--- config.mk ---
export PLATFORM = sky130hd
export DESIGN_NAME = burst_addr_gen
export DESIGN_NICKNAME = d
export VERILOG_FILES = /design/src/rtl/burst_addr_gen_pkg.sv /design/src/rtl/burst_beat_counter.sv /design/src/rtl/burst_addr_gen.sv
export SDC_FILE = /design/constraint.sdc
export NUM_CORES = 1
export LEC_CHECK = 0
export ABC_AREA = 1
export BUFFER_PORTS_ARGS = -buffer_cell sky130_fd_sc_hd__buf_2
export CAP_MARGIN = 10
export CORE_MARGIN = 1.5
export CORE_UTILIZATION = 44
export DETAILED_ROUTE_END_ITERATION = 10
export GPL_TIMING_DRIVEN = 0
export HOLD_SLACK_MARGIN = 0.03
export PLACE_DENSITY_LB_ADDON = 0.08
export SLEW_MARGIN = 15
export SYNTH_ARGS = -nofsm -noshare
export SYNTH_HDL_FRONTEND = slang
export SYNTH_SLANG_ARGS = --single-unit
--- constraint.sdc ---
create_clock -name clk -period 1.6 [get_ports clk]
set_input_delay 0.32 -clock clk [delete_from_list [all_inputs] [get_ports clk]]
set_output_delay 0.32 -clock clk [all_outputs]
set_load 0.02 [all_outputs]
--- src/rtl/burst_addr_gen_pkg.sv ---
// Shared widths, state encoding and mode constants for the burst address generator.
package burst_addr_gen_pkg;

  localparam int unsigned DEF_ADDR_W   = 32;
  localparam int unsigned DEF_LEN_W    = 8;
  localparam int unsigned DEF_ADDR_INC = 1;

  localparam logic MODE_SINGLE = 1'b0;
  localparam logic MODE_BURST  = 1'b1;

  typedef enum logic [1:0] {
    S_IDLE   = 2'd0,
    S_ACTIVE = 2'd1,
    S_DONE   = 2'd2
  } state_e;

endpackage

--- src/rtl/burst_beat_counter.sv ---
// Beat index counter: clears to zero, steps on inc, flags when the terminal value is reached.
module burst_beat_counter
  import burst_addr_gen_pkg::*;
#(
  parameter int unsigned LEN_W = DEF_LEN_W
) (
  input  logic             clk,
  input  logic             clear_i,
  input  logic             inc_i,
  input  logic [LEN_W-1:0] term_i,
  output logic [LEN_W-1:0] count_o,
  output logic             is_last_c
);

  logic [LEN_W-1:0] count_q;
  logic [LEN_W-1:0] count_d;

  always_comb begin
    count_d = count_q;
    if (clear_i) begin
      count_d = '0;
    end else if (inc_i) begin
      count_d = count_q + LEN_W'(1);
    end
  end

  always_ff @(posedge clk) begin
    count_q <= count_d;
  end

  assign count_o   = count_q;
  assign is_last_c = (count_q == term_i);

endmodule

--- src/rtl/burst_addr_gen.sv ---
// Burst address generator: latches a start address and length, then emits one
// address per accepted beat and pulses stop_signal after the final beat.
module burst_addr_gen
  import burst_addr_gen_pkg::*;
#(
  parameter int unsigned ADDR_W   = DEF_ADDR_W,
  parameter int unsigned LEN_W    = DEF_LEN_W,
  parameter int unsigned ADDR_INC = DEF_ADDR_INC
) (
  input  logic              clk,
  input  logic              rst,
  input  logic              en,
  input  logic              mode_sel,
  input  logic              load,
  input  logic [ADDR_W-1:0] start_addr,
  input  logic [LEN_W-1:0]  burst_len,
  input  logic              abort,
  output logic [ADDR_W-1:0] addr_out,
  output logic              addr_valid,
  input  logic              addr_ready,
  output logic              addr_last,
  output logic [LEN_W-1:0]  beat_cnt,
  output logic              busy,
  output logic              stop_signal
);

  state_e            state_q;
  logic [ADDR_W-1:0] addr_q;
  logic [LEN_W-1:0]  len_q;
  logic              valid_q;
  logic              last_q;
  logic              busy_q;
  logic              stop_q;

  logic [LEN_W-1:0]  cnt;
  logic              cnt_is_last;
  logic              cnt_clear;
  logic              cnt_inc;
  logic              accept;
  logic              in_burst;

  // valid_q is only ever set in ACTIVE; en gates it so a frozen burst never handshakes
  assign addr_valid = valid_q & en;
  assign accept     = addr_valid & addr_ready;
  assign in_burst   = (state_q == S_ACTIVE) || (state_q == S_DONE);
  assign cnt_clear  = rst || (in_burst && abort) || (state_q == S_DONE);
  assign cnt_inc    = (state_q == S_ACTIVE) && accept && !abort && !cnt_is_last;

  burst_beat_counter #(
    .LEN_W(LEN_W)
  ) u_beat_counter (
    .clk       (clk),
    .clear_i   (cnt_clear),
    .inc_i     (cnt_inc),
    .term_i    (len_q),
    .count_o   (cnt),
    .is_last_c (cnt_is_last)
  );

  always_ff @(posedge clk) begin
    if (rst) begin
      state_q <= S_IDLE;
      addr_q  <= '0;
      len_q   <= '0;
      valid_q <= 1'b0;
      last_q  <= 1'b0;
      busy_q  <= 1'b0;
      stop_q  <= 1'b0;
    end else begin
      case (state_q)
        S_IDLE: begin
          stop_q <= 1'b0;
          if (load && en && !abort) begin
            state_q <= S_ACTIVE;
            addr_q  <= start_addr;
            len_q   <= (mode_sel == MODE_BURST) ? burst_len : '0;
            valid_q <= 1'b1;
            last_q  <= (mode_sel == MODE_BURST) ? (burst_len == '0) : 1'b1;
            busy_q  <= 1'b1;
          end
        end
        S_ACTIVE: begin
          if (abort) begin
            state_q <= S_IDLE;
            valid_q <= 1'b0;
            last_q  <= 1'b0;
            busy_q  <= 1'b0;
          end else if (accept) begin
            if (cnt_is_last) begin
              state_q <= S_DONE;
              valid_q <= 1'b0;
              last_q  <= 1'b0;
              stop_q  <= 1'b1;
            end else begin
              addr_q <= addr_q + ADDR_W'(ADDR_INC);
              last_q <= ((cnt + LEN_W'(1)) == len_q);
            end
          end
        end
        S_DONE: begin
          state_q <= S_IDLE;
          stop_q  <= 1'b0;
          busy_q  <= 1'b0;
        end
        default: begin
          state_q <= S_IDLE;
          valid_q <= 1'b0;
          last_q  <= 1'b0;
          busy_q  <= 1'b0;
          stop_q  <= 1'b0;
        end
      endcase
    end
  end

  assign addr_out    = addr_q;
  assign addr_last   = last_q;
  assign beat_cnt    = cnt;
  assign busy        = busy_q;
  assign stop_signal = stop_q;

endmodule
# == Yosys cells after proc, flatten, opt, wreduce, memory -nomap -nowiden ==
# Cells that the tools add are included.
# op_classes
reduce_logical,22
eq_ne,11
n_addsub,2
bitwise_logic,5
muxes,24
# op_table
op,count
$mux 32,4
$pmux 32 s2,1
$add 32x1->32 const B,1
$eq 8x8->1,2
$mux 1,10
$ne 2x2->1 const B,5
$reduce_and 3->1,3
$add 8x1->8 const B,1
$logic_not 8->1,1
$mux 2,4
$mux 8,1
$logic_and 1x1->1,6
$ne 3x3->1 const B,2
$pmux 1 s3,2
$reduce_and 5->1,1
$pmux 2 s2,1
$reduce_and 2->1,2
$reduce_and 4->1,1
$logic_or 1x1->1,3
$not 1->1,3
$and 1x1->1,2
$eq 2x1->1 const B,1
$eq 2x2->1 const B,1
$logic_not 1->1,2
4 further kinds,4
# totals
elab_cells,72
reg_bits,54
out_inout_bits,44
input_bits,47

# == Depth between registers and ports, before layout ==
# Gate-level depths: netlist of the first run.
# depth
word_depth,6
depth_mapped,12
depth_no_buf,12

# == Hierarchy ==
# A second synthesis of the first run with hierarchy kept.
# hier_totals
cells_unflattened,648
area_unflattened_um2,3794.9
# modules_own_cells
module,cells_per_inst,area_each_um2,seq_area_each_um2,n_inst
burst_addr_gen,578,3321.9,920.9,1
burst_beat_counter,70,473.0,160.2,1

# == Least setup slack after synthesis of the first run ==
# No wires, ideal clock.
# synth_path
kind,register to register
from,register addr_q[0] (netlist: addr_out[0])
to,register addr_q[16] (netlist: addr_out[16])
n_path_buf,0
arrival_ns,1.687
required_time_ns,1.490
setup_time_ns,0.110
stages_incl_launch_ff,9
synth_period_minus_slack_ns,1.797
path_slack_ns,-0.197
cell_sequence,dfxtp_1 > ha_1 > nand3_1 > nor2_1 > nand4_1 > o31ai_1 > nand2_1 > nand2_1 > nor2_1
# synth_between
elab_chain_len,5
# synth_lines
element,line,source
start: declaration,burst_addr_gen.sv:28,logic [ADDR_W-1:0] addr_q;
start signal: assignment,burst_addr_gen.sv:75,addr_q <= start_addr;
start signal: assignment,burst_addr_gen.sv:95,addr_q <= addr_q + ADDR_W'(ADDR_INC);
$add 32x1->32,burst_addr_gen.sv:95,
$mux 32,burst_addr_gen.sv:89,if (cnt_is_last) begin
$mux 32,burst_addr_gen.sv:88,end else if (accept) begin
$mux 32,burst_addr_gen.sv:83,if (abort) begin
$pmux 32 s2,burst_addr_gen.sv:70,case (state_q)
# No other way between the ends. The select of a mux whose other input is x is not followed.
# A chain may end at the register's enable or synchronous reset.

# == Worst setup path after layout of the first run ==
# layout_path
from,register state_q[1]
to,register addr_q[13] (netlist: addr_out[13])
# layout_between
elab_chain_len,3
word_cells_on_any_way,9
classes_between,eq/ne (5); mux (1); reduce/logical (3)
# layout_lines
element,line,source
start: declaration,burst_addr_gen.sv:27,state_e state_q;
start signal: assignment,burst_addr_gen.sv:62,state_q <= S_IDLE;
start signal: assignment,burst_addr_gen.sv:74,state_q <= S_ACTIVE;
start signal: assignment,burst_addr_gen.sv:84,state_q <= S_IDLE;
$eq 2x1->1 or $logic_not 2->1 (tied branches),burst_addr_gen.sv:70,
$ne 2x2->1 (no line) or $reduce_bool 2->1 (tied branches),--,
$reduce_and 5->1 (no line),--,
# Parallel ways exist; a longest one is shown, timed or not.

==> load_flow_metrics.sql, run 1 <==
INSERT INTO impl_metrics (metric_group, metric, value, unit) VALUES
('sta', 'max_clock_freq', '615', 'MHz'),
('die', 'fp.dieW', '96.5', 'um'),
('layout', 'area_delta_synth_final', '52.0', '%'),
('die', 'die_height', '96.5', 'um'),
('logic_synthesis', 'synth_area_per_cell', '5.74', 'sq um'),
('sta', 'max-slew-margin-rel', '43.5', '%'),
('placement', 'place.port_buffers', '89', ''),
('power_and_ir_drop', 'internal_power_contribution', '2.79', 'mW'),
('clock_network', 'clk-insertion-delay-late', '320', 'ps'),
('die', 'fp.coreArea', '0.00834', 'sq mm'),
('clock_network', 'cts.clk_slew.worst_paths', '100', 'ps'),
('route', 'antenna_left', '0', ''),
('setup_path', 'criticalPathCategory', 'flip-flop to flip-flop', ''),
('power_and_ir_drop', 'leakage', '2.57', 'nW'),
('logic_synthesis', 'synth_cell_types', '38', ''),
('power_and_ir_drop', 'p_seq_share', '36.9', '%'),
('run_status', 'outcome', 'finished with violations', ''),
('die', 'initial_core_util', '46.1', '%'),
('route', 'detailroute.via_count', '4808', ''),
('setup_path', 'critical_path_launch_point_type', 'flip-flop', ''),
('sta', 'timing.final.crit_share', '102', '%'),
('route', 'drt-total-wl', '13700', 'um'),
('setup_path', 'ff2ff_setup_slack', '-30', 'ps'),
('min_path', 'min-delay-path-class', 'input pin to flip-flop', ''),
('power_and_ir_drop', 'max-vdd-ir-drop', '0.000507', 'V'),
('layout', 'instances_no_fill', '921', ''),
('clock_network', 'cts_tree', 'built', ''),
('power_and_ir_drop', 'pwr-share-clk', '17.7', '%'),
('route', 'drt-pass1-iter-count', '5', ''),
('global_routing', 'grt_remaining_overflow', '0', ''),
('global_routing', 'grt_antenna_before_repair', '0', ''),
('route', 'total_drc_errors_in_the_routed_layout', '0', ''),
('logic_synthesis', 'ys_warn_count', '0', ''),
('layout', 'fin_nets', '867', ''),
('sta', 'grt_setup_unrepaired', 'true', ''),
('setup_path', 'end_kind', 'flip-flop', ''),
('sta', 'final.setup_skew', '10.0', 'ps'),
('global_routing', 'global_route.usage.total', '27.2', '%'),
('layout', 'final_core_utilization', '70.0', '%'),
('logic_synthesis', 'syn_nets', '722', ''),
('layout', 'antennaDiodeCount', '0', ''),
('layout', 'drive_above_1_share', '43.4', '%'),
('logic_synthesis', 'yosys.area_share.simple', '45.7', '%'),
('logic_synthesis', 'synth_sequential_area_ratio', '28.1', '%'),
('layout', 'mostFrequentLayoutCell', 'nand2_1', ''),
('global_routing', 'grt_first_pass_wirelength', '19600', 'um'),
('sta', 'period_minus_slack', '1630', 'ps'),
('power_and_ir_drop', 'swShare', '40.8', '%'),
('setup_path', 'worstPathMaxFanout', '10', ''),
('logic_synthesis', 'postSynthCellCount', '670', ''),
('clock_network', 'htree_num_levels', '2', ''),
('logic_synthesis', 'synth.area.mux_share', '0', '%'),
('sta', 'finalHoldViolations', '0', ''),
('clock_network', 'clk_path_buf_depth', '2', ''),
('setup_path', 'worst_ep_required_time', '1820', 'ps'),
('sta', 'max_slew.worst_pin.slew', '848', 'ps'),
('sta', 'hold_slack', '312', 'ps'),
('power_and_ir_drop', 'p_comb_share', '45.4', '%'),
('sta', 'setup-violations-final', '14', ''),
('placement', 'placed_cells_incl_taps', '864', ''),
('die', 'placement_rows', '33', ''),
('placement', 'weighted_congestion_reported_at_the_end_of_routability_driven_placement', '0.924', ''),
('flow_run', 'maxCapViolations', '0', ''),
('run_status', 'violations', 'negative setup slack', ''),
('global_routing', 'vias_in_the_first_global_route', '4148', ''),
('clock_network', 'clkSinkCount', '54', ''),
('logic_synthesis', 'synth_xor_xnor_area_share', '2.05', '%'),
('power_and_ir_drop', 'power.net_switching', '1.92', 'mW'),
('power_and_ir_drop', 'p_per_area', '807', 'mW/mm^2'),
('logic_synthesis', 'synth_area', '0.00384', 'sq mm'),
('sta', 'setup_slack_of_the_critical_path_after_layout', '-27.0', 'ps');
cell type report:
type                            instances  area (sq um)
Buffer                                 21           196
Clock buffer                            7          86.3
Clock inverter                          1          5.00
Fill cell                             710          2500
Inverter                               73           290
Multi-Input combinational cell        522          3020
Sequential cell                        54          1160
Tap cell                              105           131
Timing Repair Buffer                  138           950
metal layers:
layer	up-vias	GRT usage (%)	wire, um	share of wire, %
li1	2401	-	-	-
met3	28	4.38	803	5.8
met4	0	7.97	306	2.2
met2	172	46.4	6760	49
met1	2207	35.2	5860	43
met5	-	0	0	0
synth_stat cells:
master,n,area share (%)
a211oi_1,9,1.8
a21oi_1,35,4.6
a21oi_4,1,0.42
a22oi_1,1,0.20
a31oi_1,1,0.16
and2_1,1,0.16
and3_1,2,0.33
buf_1,1,0.098
buf_2,7,0.91
buf_4,1,0.20
buf_6,5,1.5
clkbuf_1,8,0.78
clkinv_1,1,0.098
dfxtp_1,54,28
ha_1,5,1.6
inv_1,69,6.7
inv_2,3,0.29
nand2_1,263,26
nand2_2,1,0.16
nand2_4,3,0.88
nand3_1,36,4.7
nand3_2,2,0.52
nand3b_1,1,0.20
nand4_1,4,0.65
nand4_2,1,0.33
nor2_1,97,9.5
nor2_2,2,0.33
nor3_1,5,0.65
nor3_2,2,0.52
nor3b_1,1,0.20
o21ai_0,24,3.1
o21ai_1,1,0.13
o22ai_1,2,0.33
o31ai_1,5,0.98
o32ai_1,1,0.23
or2_2,6,0.98
xnor2_1,3,0.68
xor2_1,6,1.4
per-stage QoR:
stage                     setup TNS [ps]  power (mW)  worst slack (ps)  cell area [sq um]
after global routing               -2810        4.97              -137               5840
after detailed placement           -8590        3.07              -320               4430
after CTS                           -307        4.20             -35.2               4970
final                               -194        4.71             -27.0               5840
after global placement             -7410        3.05              -308               4430
after floorplan                    -3.62        2.64             -1.22               3860
power by group through the flow:
stage | clock, mW | combinational, mW | sequential [mW]
final | 0.834 | 2.14 | 1.74
after global routing | 0.903 | 2.31 | 1.76
after CTS | 0.855 | 1.65 | 1.70
after detailed placement | 0 | 1.35 | 1.72
after global placement | 0 | 1.33 | 1.72
after floorplan | 0 | 0.799 | 1.84
cell families after synthesis:
kind of cell,Yosys count
simple gates,427
buf+inv,95
compound gates,80
flops,54
xor+xnor,9
fa+ha+maj,5
registers in the layout (all words and copies together) (netlist names):
register                count
addr_last                   1
addr_out                   32
busy                        1
len_q                       8
state_q                     2
stop_signal                 1
u_beat_counter.count_o      8
valid_q                     1
worst max-delay path, cell delays in order (launching register included):
cell,delay (ps)
dfxtp_2,360
inv_4,40
ha_4,160
buf_4,160
clkbuf_2,250
o21ai_0,330
nand2_2,90
nand2_2,60
nor2_1,60
worst paths after layout:
kind | depth (start not counted) | start | endpoint
worst max register to register | 8 | state_q[1]$_SDFFE_PP0P_ | addr_out[13]$_SDFFE_PP0P_
worst min register to register | 2 | len_q[5]$_SDFFE_PP0P_ | len_q[5]$_SDFFE_PP0P_
worst max-delay path | 8 | state_q[1]$_SDFFE_PP0P_ | addr_out[13]$_SDFFE_PP0P_
worst min-delay path | 3 | burst_len[0] | len_q[0]$_SDFFE_PP0P_
timing repair:
item                       4_1_cts  5_1_grt
hold buffers                     0        0
setup endpoints to repair       53       54
pin swaps                       17       40
gates resized for setup         82      195
gates cloned                     2        4
buffers inserted                15       29
Power figures use the tool's default switching activity.
==> run 2: changes to the inputs <==
==> constraint.sdc (replaced) <==
create_clock -name clk -period 1.8 [get_ports clk]
set_input_delay 0.36 -clock clk [delete_from_list [all_inputs] [get_ports clk]]
set_output_delay 0.36 -clock clk [all_outputs]
set_load 0.02 [all_outputs]
==> run 2 against run 1 <==
  * Fmax is 5.2% lower
  * Sequential share of layout area is 3.0 points higher
  * Sequential power is 13% lower
  * Setup slack better by 110 ps
  * Largest power group is now registers
  * Register-to-register slack better by 110 ps
  * Critical endpoint is now addr_out[3]$_SDFFE_PP0P_
  * Final cell count is 4.7% lower
  * Routed wire length is 15% lower
  * The run now ends clean
  * Critical path type unchanged
  * Clock power is 12% lower
  * Critical path depth is 4 higher
  * Final area is 18% lower
  * Flip-flop and latch count stayed put
==> load_flow_metrics.sql, run 2 (synthesis gave the netlist of run 1 again) <==
INSERT INTO impl_metrics (metric_group, metric, value, unit) VALUES
('route', 'drt-wirelength-per-cell', '13.3', 'um'),
('route', 'drt-total-wl', '11700', 'um'),
('clock_network', 'clkSinkCount', '54', ''),
('route', 'total_drc_errors_in_the_routed_layout', '0', ''),
('flow_run', 'maxCapViolations', '0', ''),
('setup_path', 'critical_path_cell_by_cell', 'inv_1 > nand2_1 > nand2_1 > nand2_1 > nor2_2 > nand2_2 > nand2_4 > a21oi_4 > buf_6 > clkbuf_16 > nand2_1 > a21oi_1', ''),
('clock_network', 'clk_path_buf_depth', '2', ''),
('layout', 'largest_register_ffs', '32', ''),
('sta', 'final.setup_skew', '11.7', 'ps'),
('sta', 'timing.final.crit_share', '95.4', '%'),
('sta', 'grt_setup_unrepaired', 'true', ''),
('clock_network', 'clk-insertion-delay-late', '310', 'ps'),
('layout', 'instances_no_fill', '878', ''),
('global_routing', 'grt_antenna_before_repair', '0', ''),
('die', 'floorplan.io_pins', '91', ''),
('die', 'die-area', '0.00931', 'sq mm'),
('die', 'fp.coreArea', '0.00834', 'sq mm'),
('clock_network', 'cts_hold_buf', '0', ''),
('setup_path', 'critical_path.slowest_cell', 'dfxtp_2', ''),
('clock_network', 'cts.clk_slew.worst_paths', '110', 'ps'),
('placement', 'detailed_place.area', '0.00442', 'sq mm'),
('die', 'initial_core_util', '46.1', '%'),
('layout', 'area_delta_synth_final', '24.6', '%'),
('sta', 'finalHoldViolations', '0', ''),
('layout', 'layout_common_cells', 'nand2_1 (260), buf_2 (92), nor2_1 (81)', ''),
('setup_path', 'worst_ep_required_time', '2040', 'ps'),
('clock_network', 'numCtsBuffers', '5', ''),
('layout', 'mostFrequentLayoutCell', 'nand2_1', ''),
('sta', 'max_slew.worst_pin.slew', '660', 'ps'),
('global_routing', 'grt_first_pass_wirelength', '18200', 'um'),
('sta', 'tns_setup', '0', 'ps'),
('route', 'detailroute.via_count', '4362', ''),
('power_and_ir_drop', 'leakage', '2.17', 'nW'),
('route', 'antenna_left', '0', ''),
('global_routing', 'global_route.usage.total', '25.2', '%'),
('layout', 'drive_above_1_share', '23.3', '%'),
('min_path', 'min-delay-path-class', 'input pin to flip-flop', ''),
('layout', 'antennaDiodeCount', '0', ''),
('clock_network', 'clock-root-buffer', 'clkbuf_8', ''),
('setup_path', 'worstPathMaxFanout', '6', ''),
('die', 'placement_rows', '33', ''),
('route', 'avgViaCountPerCell', '4.97', ''),
('placement', 'placed_cells_incl_taps', '864', ''),
('layout', 'finalInstanceArea', '0.00479', 'sq mm'),
('clock_network', 'htree_num_levels', '2', ''),
('setup_path', 'worst_ep_arrival_time', '1960', 'ps'),
('global_routing', 'vias_in_the_first_global_route', '3900', ''),
('setup_path', 'critPathBufInv', '3', ''),
('route', 'drt-pass1-iter-count', '5', ''),
('setup_path', 'critical_path_launch_point_type', 'flip-flop', ''),
('sta', 'maxSlewViolCount', '0', ''),
('run_status', 'outcome', 'completed', ''),
('setup_path', 'cp_slowest_stage_delay', '370', 'ps'),
('die', 'fp.dieW', '96.5', 'um'),
('placement', 'place.port_buffers', '89', ''),
('placement', 'weighted_congestion_reported_at_the_end_of_routability_driven_placement', '0.910', ''),
('layout', 'fin_nets', '824', ''),
('sta', 'setup-violations-final', '0', ''),
('global_routing', 'grt_start_max_net_pins', '16', ''),
('die', 'die_height', '96.5', 'um'),
('sta', 'hold_slack', '369', 'ps'),
('setup_path', 'crit_family', 'simple AND/OR/NAND/NOR gates', ''),
('setup_path', 'criticalPathCategory', 'flip-flop to flip-flop', ''),
('setup_path', 'ff2ff_setup_slack', '80', 'ps'),
('clock_network', 'cts_tree', 'built', ''),
('sta', 'period_minus_slack', '1720', 'ps'),
('power_and_ir_drop', 'p_per_area', '747', 'mW/mm^2'),
('placement', 'place_hpwl', '9060', 'um'),
('power_and_ir_drop', 'max-vdd-ir-drop', '0.000468', 'V'),
('route', 'number_of_drc_markers_in_iteration_0', '214', ''),
('setup_path', 'end_kind', 'flip-flop', ''),
('setup_path', 'cpMostUsedCell', 'nand2_1', ''),
('sta', 'max-slew-margin-rel', '56.0', '%'),
('global_routing', 'grt_remaining_overflow', '0', ''),
('sta', 'max_clock_freq', '582', 'MHz');
## run 2: worst register-to-register path: cells and delay by family (launching register included)
kind	cells	cell delay (ps)
DFF	1	370
and+or+nand+nor	7	560
buffers and inverters	3	400
AOI/OAI and AO/OA	2	320
## run 2: repair_timing
action / CTS / global route
hold endpoints to repair: 0 / 0
buffers inserted: 3 / 3
setup endpoints to repair: 34 / 36
pin swaps: 3 / 8
gates resized for setup: 14 / 61
gates cloned: 0 / 1
## run 2: final timing paths
kind | cells past startpoint | start | end
worst max-delay path | 12 | u_beat_counter.count_o[5]$_SDFFE_PP0P_ | addr_out[3]$_SDFFE_PP0P_
worst min register to register | 2 | valid_q$_SDFFE_PP0P_ | valid_q$_SDFFE_PP0P_
worst min-delay path | 3 | burst_len[7] | len_q[7]$_SDFFE_PP0P_
worst max register to register | 12 | u_beat_counter.count_o[5]$_SDFFE_PP0P_ | addr_out[3]$_SDFFE_PP0P_
## run 2: per-stage QoR
stage / worst slack [ps] / util, % / power, mW
CTS: 12.5 / 55.0 / 3.49
global route: -53.4 / 57.4 / 3.85
global placement: -242 / 53.0 / 2.70
floorplan: 3.03 / - / 2.34
detailed placement: -274 / 53.0 / 2.72
finish: 82.8 / 57.4 / 3.58
## run 2: area by class of cell
cell class                      count  area (sq um)
Clock buffer                        7          86.3
Timing Repair Buffer               96           523
Tap cell                          105           131
Buffer                             21           161
Sequential cell                    54          1100
Clock inverter                      1          5.00
Multi-Input combinational cell    521          2510
Fill cell                         909          3550
Inverter                           73           277
## run 2: metal layers
layer  track usage (%)  share of wire (%)  up-vias
li1                  -                  -     2307
met2              45.6                 50      114
met3              4.15                4.8       12
met5                 0                  0        -
met1              30.1                 44     1929
met4              7.97                1.2        0
## run 2: where the power goes
part	total [mW]	switching (mW)	leakage (nW)	internal, mW
clock	0.731	0.419	0.0482	0.312
combinational	1.33	0.815	1.68	0.519
sequential	1.51	0.175	0.447	1.34
==> run 3: changes to the inputs <==
--- a/config.mk
+++ b/config.mk
@@ -8,13 +8,13 @@
 export ABC_AREA = 1
 export BUFFER_PORTS_ARGS = -buffer_cell sky130_fd_sc_hd__buf_2
 export CAP_MARGIN = 10
-export CORE_MARGIN = 1.5
+export CORE_MARGIN = 4
 export CORE_UTILIZATION = 44
 export DETAILED_ROUTE_END_ITERATION = 10
 export GPL_TIMING_DRIVEN = 0
 export HOLD_SLACK_MARGIN = 0.03
 export PLACE_DENSITY_LB_ADDON = 0.08
-export SLEW_MARGIN = 15
+export SLEW_MARGIN = 25
 export SYNTH_ARGS = -nofsm -noshare
 export SYNTH_HDL_FRONTEND = slang
 export SYNTH_SLANG_ARGS = --single-unit
==> run 3 against run 2 <==
  * Sequential power is essentially flat
  * Global-route usage down 2.3 points
  * Largest cell class unchanged
  * Clock-buffer cell count decreased by 2
  * Die area up 11%
  * Critical path type unchanged
==> load_flow_metrics.sql, run 3 (synthesis gave the netlist of run 1 again) <==
INSERT INTO impl_metrics (metric_group, metric, value, unit) VALUES
('global_routing', 'grt_start_max_net_pins', '18', ''),
('placement', 'placed_cells_incl_taps', '864', ''),
('sta', 'timing.final.crit_share', '97.2', '%'),
('sta', 'tns_setup', '0', 'ps'),
('sta', 'max-slew-margin-rel', '57.0', '%'),
('power_and_ir_drop', 'leakage', '2.20', 'nW'),
('route', 'avgViaCountPerCell', '5.05', ''),
('setup_path', 'crit_family', 'simple AND/OR/NAND/NOR gates', ''),
('global_routing', 'grt_first_pass_wirelength', '19200', 'um'),
('die', 'initial_core_util', '46.1', '%'),
('layout', 'largest_register_ffs', '32', ''),
('global_routing', 'grt_remaining_overflow', '0', ''),
('route', 'antenna_left', '0', ''),
('placement', 'weighted_congestion_reported_at_the_end_of_routability_driven_placement', '0.929', ''),
('setup_path', 'critical_path_cell_by_cell', 'inv_2 > ha_4 > clkinvlp_4 > buf_12 > nor2_4 > nand3_2 > nor2_2 > nand3b_1 > nor2_1 > nand3_1 > a21oi_2', ''),
('route', 'drt-wirelength-per-cell', '13.5', 'um'),
('setup_path', 'worstPathMaxFanout', '4', ''),
('clock_network', 'clock-root-buffer', 'clkbuf_8', ''),
('sta', 'grt_setup_unrepaired', 'true', ''),
('layout', 'fin_nets', '828', ''),
('setup_path', 'worst_ep_arrival_time', '2000', 'ps'),
('die', 'fp.dieW', '101', 'um'),
('global_routing', 'global_route.usage.total', '22.9', '%'),
('route', 'number_of_drc_markers_in_iteration_0', '170', ''),
('route', 'detailroute.via_count', '4455', ''),
('clock_network', 'clkSinkCount', '54', ''),
('min_path', 'hold_path_depth', '3', ''),
('power_and_ir_drop', 'max-vdd-ir-drop', '0.000455', 'V'),
('route', 'drt-pass1-iter-count', '5', ''),
('power_and_ir_drop', 'report.power.total', '3.69', 'mW'),
('min_path', 'min-delay-path-class', 'input pin to flip-flop', ''),
('clock_network', 'clk_path_buf_depth', '2', ''),
('placement', 'place.port_buffers', '89', ''),
('die', 'die_height', '101', 'um'),
('sta', 'max_slew.worst_pin.slew', '644', 'ps'),
('die', 'placement_rows', '33', ''),
('setup_path', 'worst_ep_required_time', '2050', 'ps'),
('sta', 'hold_slack', '365', 'ps'),
('layout', 'antennaDiodeCount', '0', ''),
('layout', 'area_delta_synth_final', '26.3', '%'),
('run_status', 'outcome', 'completed', ''),
('power_and_ir_drop', 'p_per_area', '760', 'mW/mm^2'),
('setup_path', 'cp_slowest_stage_delay', '340', 'ps'),
('sta', 'max_clock_freq', '571', 'MHz'),
('setup_path', 'r2r.worst_path.cells', '11', ''),
('setup_path', 'critical_path_launch_point_type', 'flip-flop', ''),
('sta', 'setup-violations-final', '0', ''),
('clock_network', 'cts_tree', 'built', ''),
('setup_path', 'cp_num_cells', '11', ''),
('global_routing', 'vias_in_the_first_global_route', '4085', ''),
('sta', 'final.setup_skew', '5.30', 'ps'),
('layout', 'layout_common_cells', 'nand2_1 (260), buf_2 (93), nor2_1 (80)', ''),
('layout', 'mostFrequentLayoutCell', 'nand2_1', ''),
('clock_network', 'numCtsBuffers', '5', ''),
('route', 'drt-total-wl', '11900', 'um'),
('flow_run', 'maxCapViolations', '0', ''),
('layout', 'instances_no_fill', '882', ''),
('sta', 'period_minus_slack', '1750', 'ps'),
('setup_path', 'end_kind', 'flip-flop', ''),
('sta', 'maxSlewViolCount', '0', ''),
('setup_path', 'criticalPathCategory', 'flip-flop to flip-flop', ''),
('die', 'fp.coreArea', '0.00834', 'sq mm'),
('die', 'floorplan.io_pins', '91', ''),
('route', 'total_drc_errors_in_the_routed_layout', '0', ''),
('setup_path', 'critical_path.slowest_cell', 'dfxtp_2', ''),
('clock_network', 'cts.clk_slew.worst_paths', '100', 'ps'),
('clock_network', 'htree_num_levels', '2', ''),
('sta', 'finalHoldViolations', '0', ''),
('layout', 'drive_above_1_share', '24.3', '%'),
('clock_network', 'clk-insertion-delay-late', '310', 'ps'),
('placement', 'place_hpwl', '9290', 'um'),
('setup_path', 'critPathBufInv', '3', ''),
('layout', 'filler_cell_count', '882', ''),
('layout', 'final_core_utilization', '58.2', '%'),
('die', 'die-area', '0.0103', 'sq mm'),
('global_routing', 'grt_antenna_before_repair', '0', ''),
('clock_network', 'cts_hold_buf', '0', '');
## run 3: worst paths after layout
| check | from | endpoint | slack (ps) |
|---|---|---|---|
| hold / removal | burst_len[2] | len_q[2]$_SDFFE_PP0P_ | 370 |
| setup reg to reg | state_q[1]$_SDFFE_PP0P_ | addr_last$_SDFFE_PP0P_ | 50 |
| setup / recovery | state_q[1]$_SDFFE_PP0P_ | addr_last$_SDFFE_PP0P_ | 50 |
| hold reg to reg | valid_q$_SDFFE_PP0P_ | valid_q$_SDFFE_PP0P_ | 470 |
## run 3: layout make-up
cell class | instances | area (sq um) | area share [%]
Tap cell | 105 | 131 | 2.71
Sequential cell | 54 | 1100 | 22.7
Buffer | 21 | 155 | 3.20
Clock buffer | 5 | 68.8 | 1.42
Multi-Input combinational cell | 521 | 2520 | 51.9
Clock inverter | 3 | 43.8 | 0.902
Inverter | 73 | 278 | 5.72
Timing Repair Buffer | 100 | 557 | 11.5
## run 3: stage by stage
stage,area (sq um),setup slack [ps]
finish,4850,49.6
global route,4850,-63.3
detailed placement,4420,-348
global placement,4420,-266
floorplan,3840,3.03
CTS,4600,1.86
## run 3: power by group
| part | switching, mW | total (mW) | leakage (nW) | internal [mW] |
|---|---|---|---|---|
| clock network | 0.440 | 0.858 | 0.0585 | 0.418 |
| logic | 0.811 | 1.32 | 1.69 | 0.509 |
| registers | 0.174 | 1.51 | 0.447 | 1.34 |
| total | 1.42 | 3.69 | 2.20 | 2.26 |
## run 3: layer usage
metal | global-route usage [%] | vias up | wire length (um) | part of all wire [%]
met1 | 27.7 | 1998 | 4960 | 42
met2 | 42.2 | 127 | 5940 | 50
met3 | 4.06 | 15 | 780 | 6.6
li1 | - | 2315 | - | -
met5 | 0 | - | 0 | 0
met4 | 4.60 | 0 | 211 | 1.8
## run 3: worst min-delay path, cell delays in order
cell and delay, ps:
buf_2 100, a21oi_1 120, a211oi_1 60
## run 3: what timing repair did
item | in CTS | in global routing
endpoints found under the setup margin | 34 | 38
pin swaps | 2 | 9
gates resized for setup | 14 | 61
setup buffers | 3 | 8
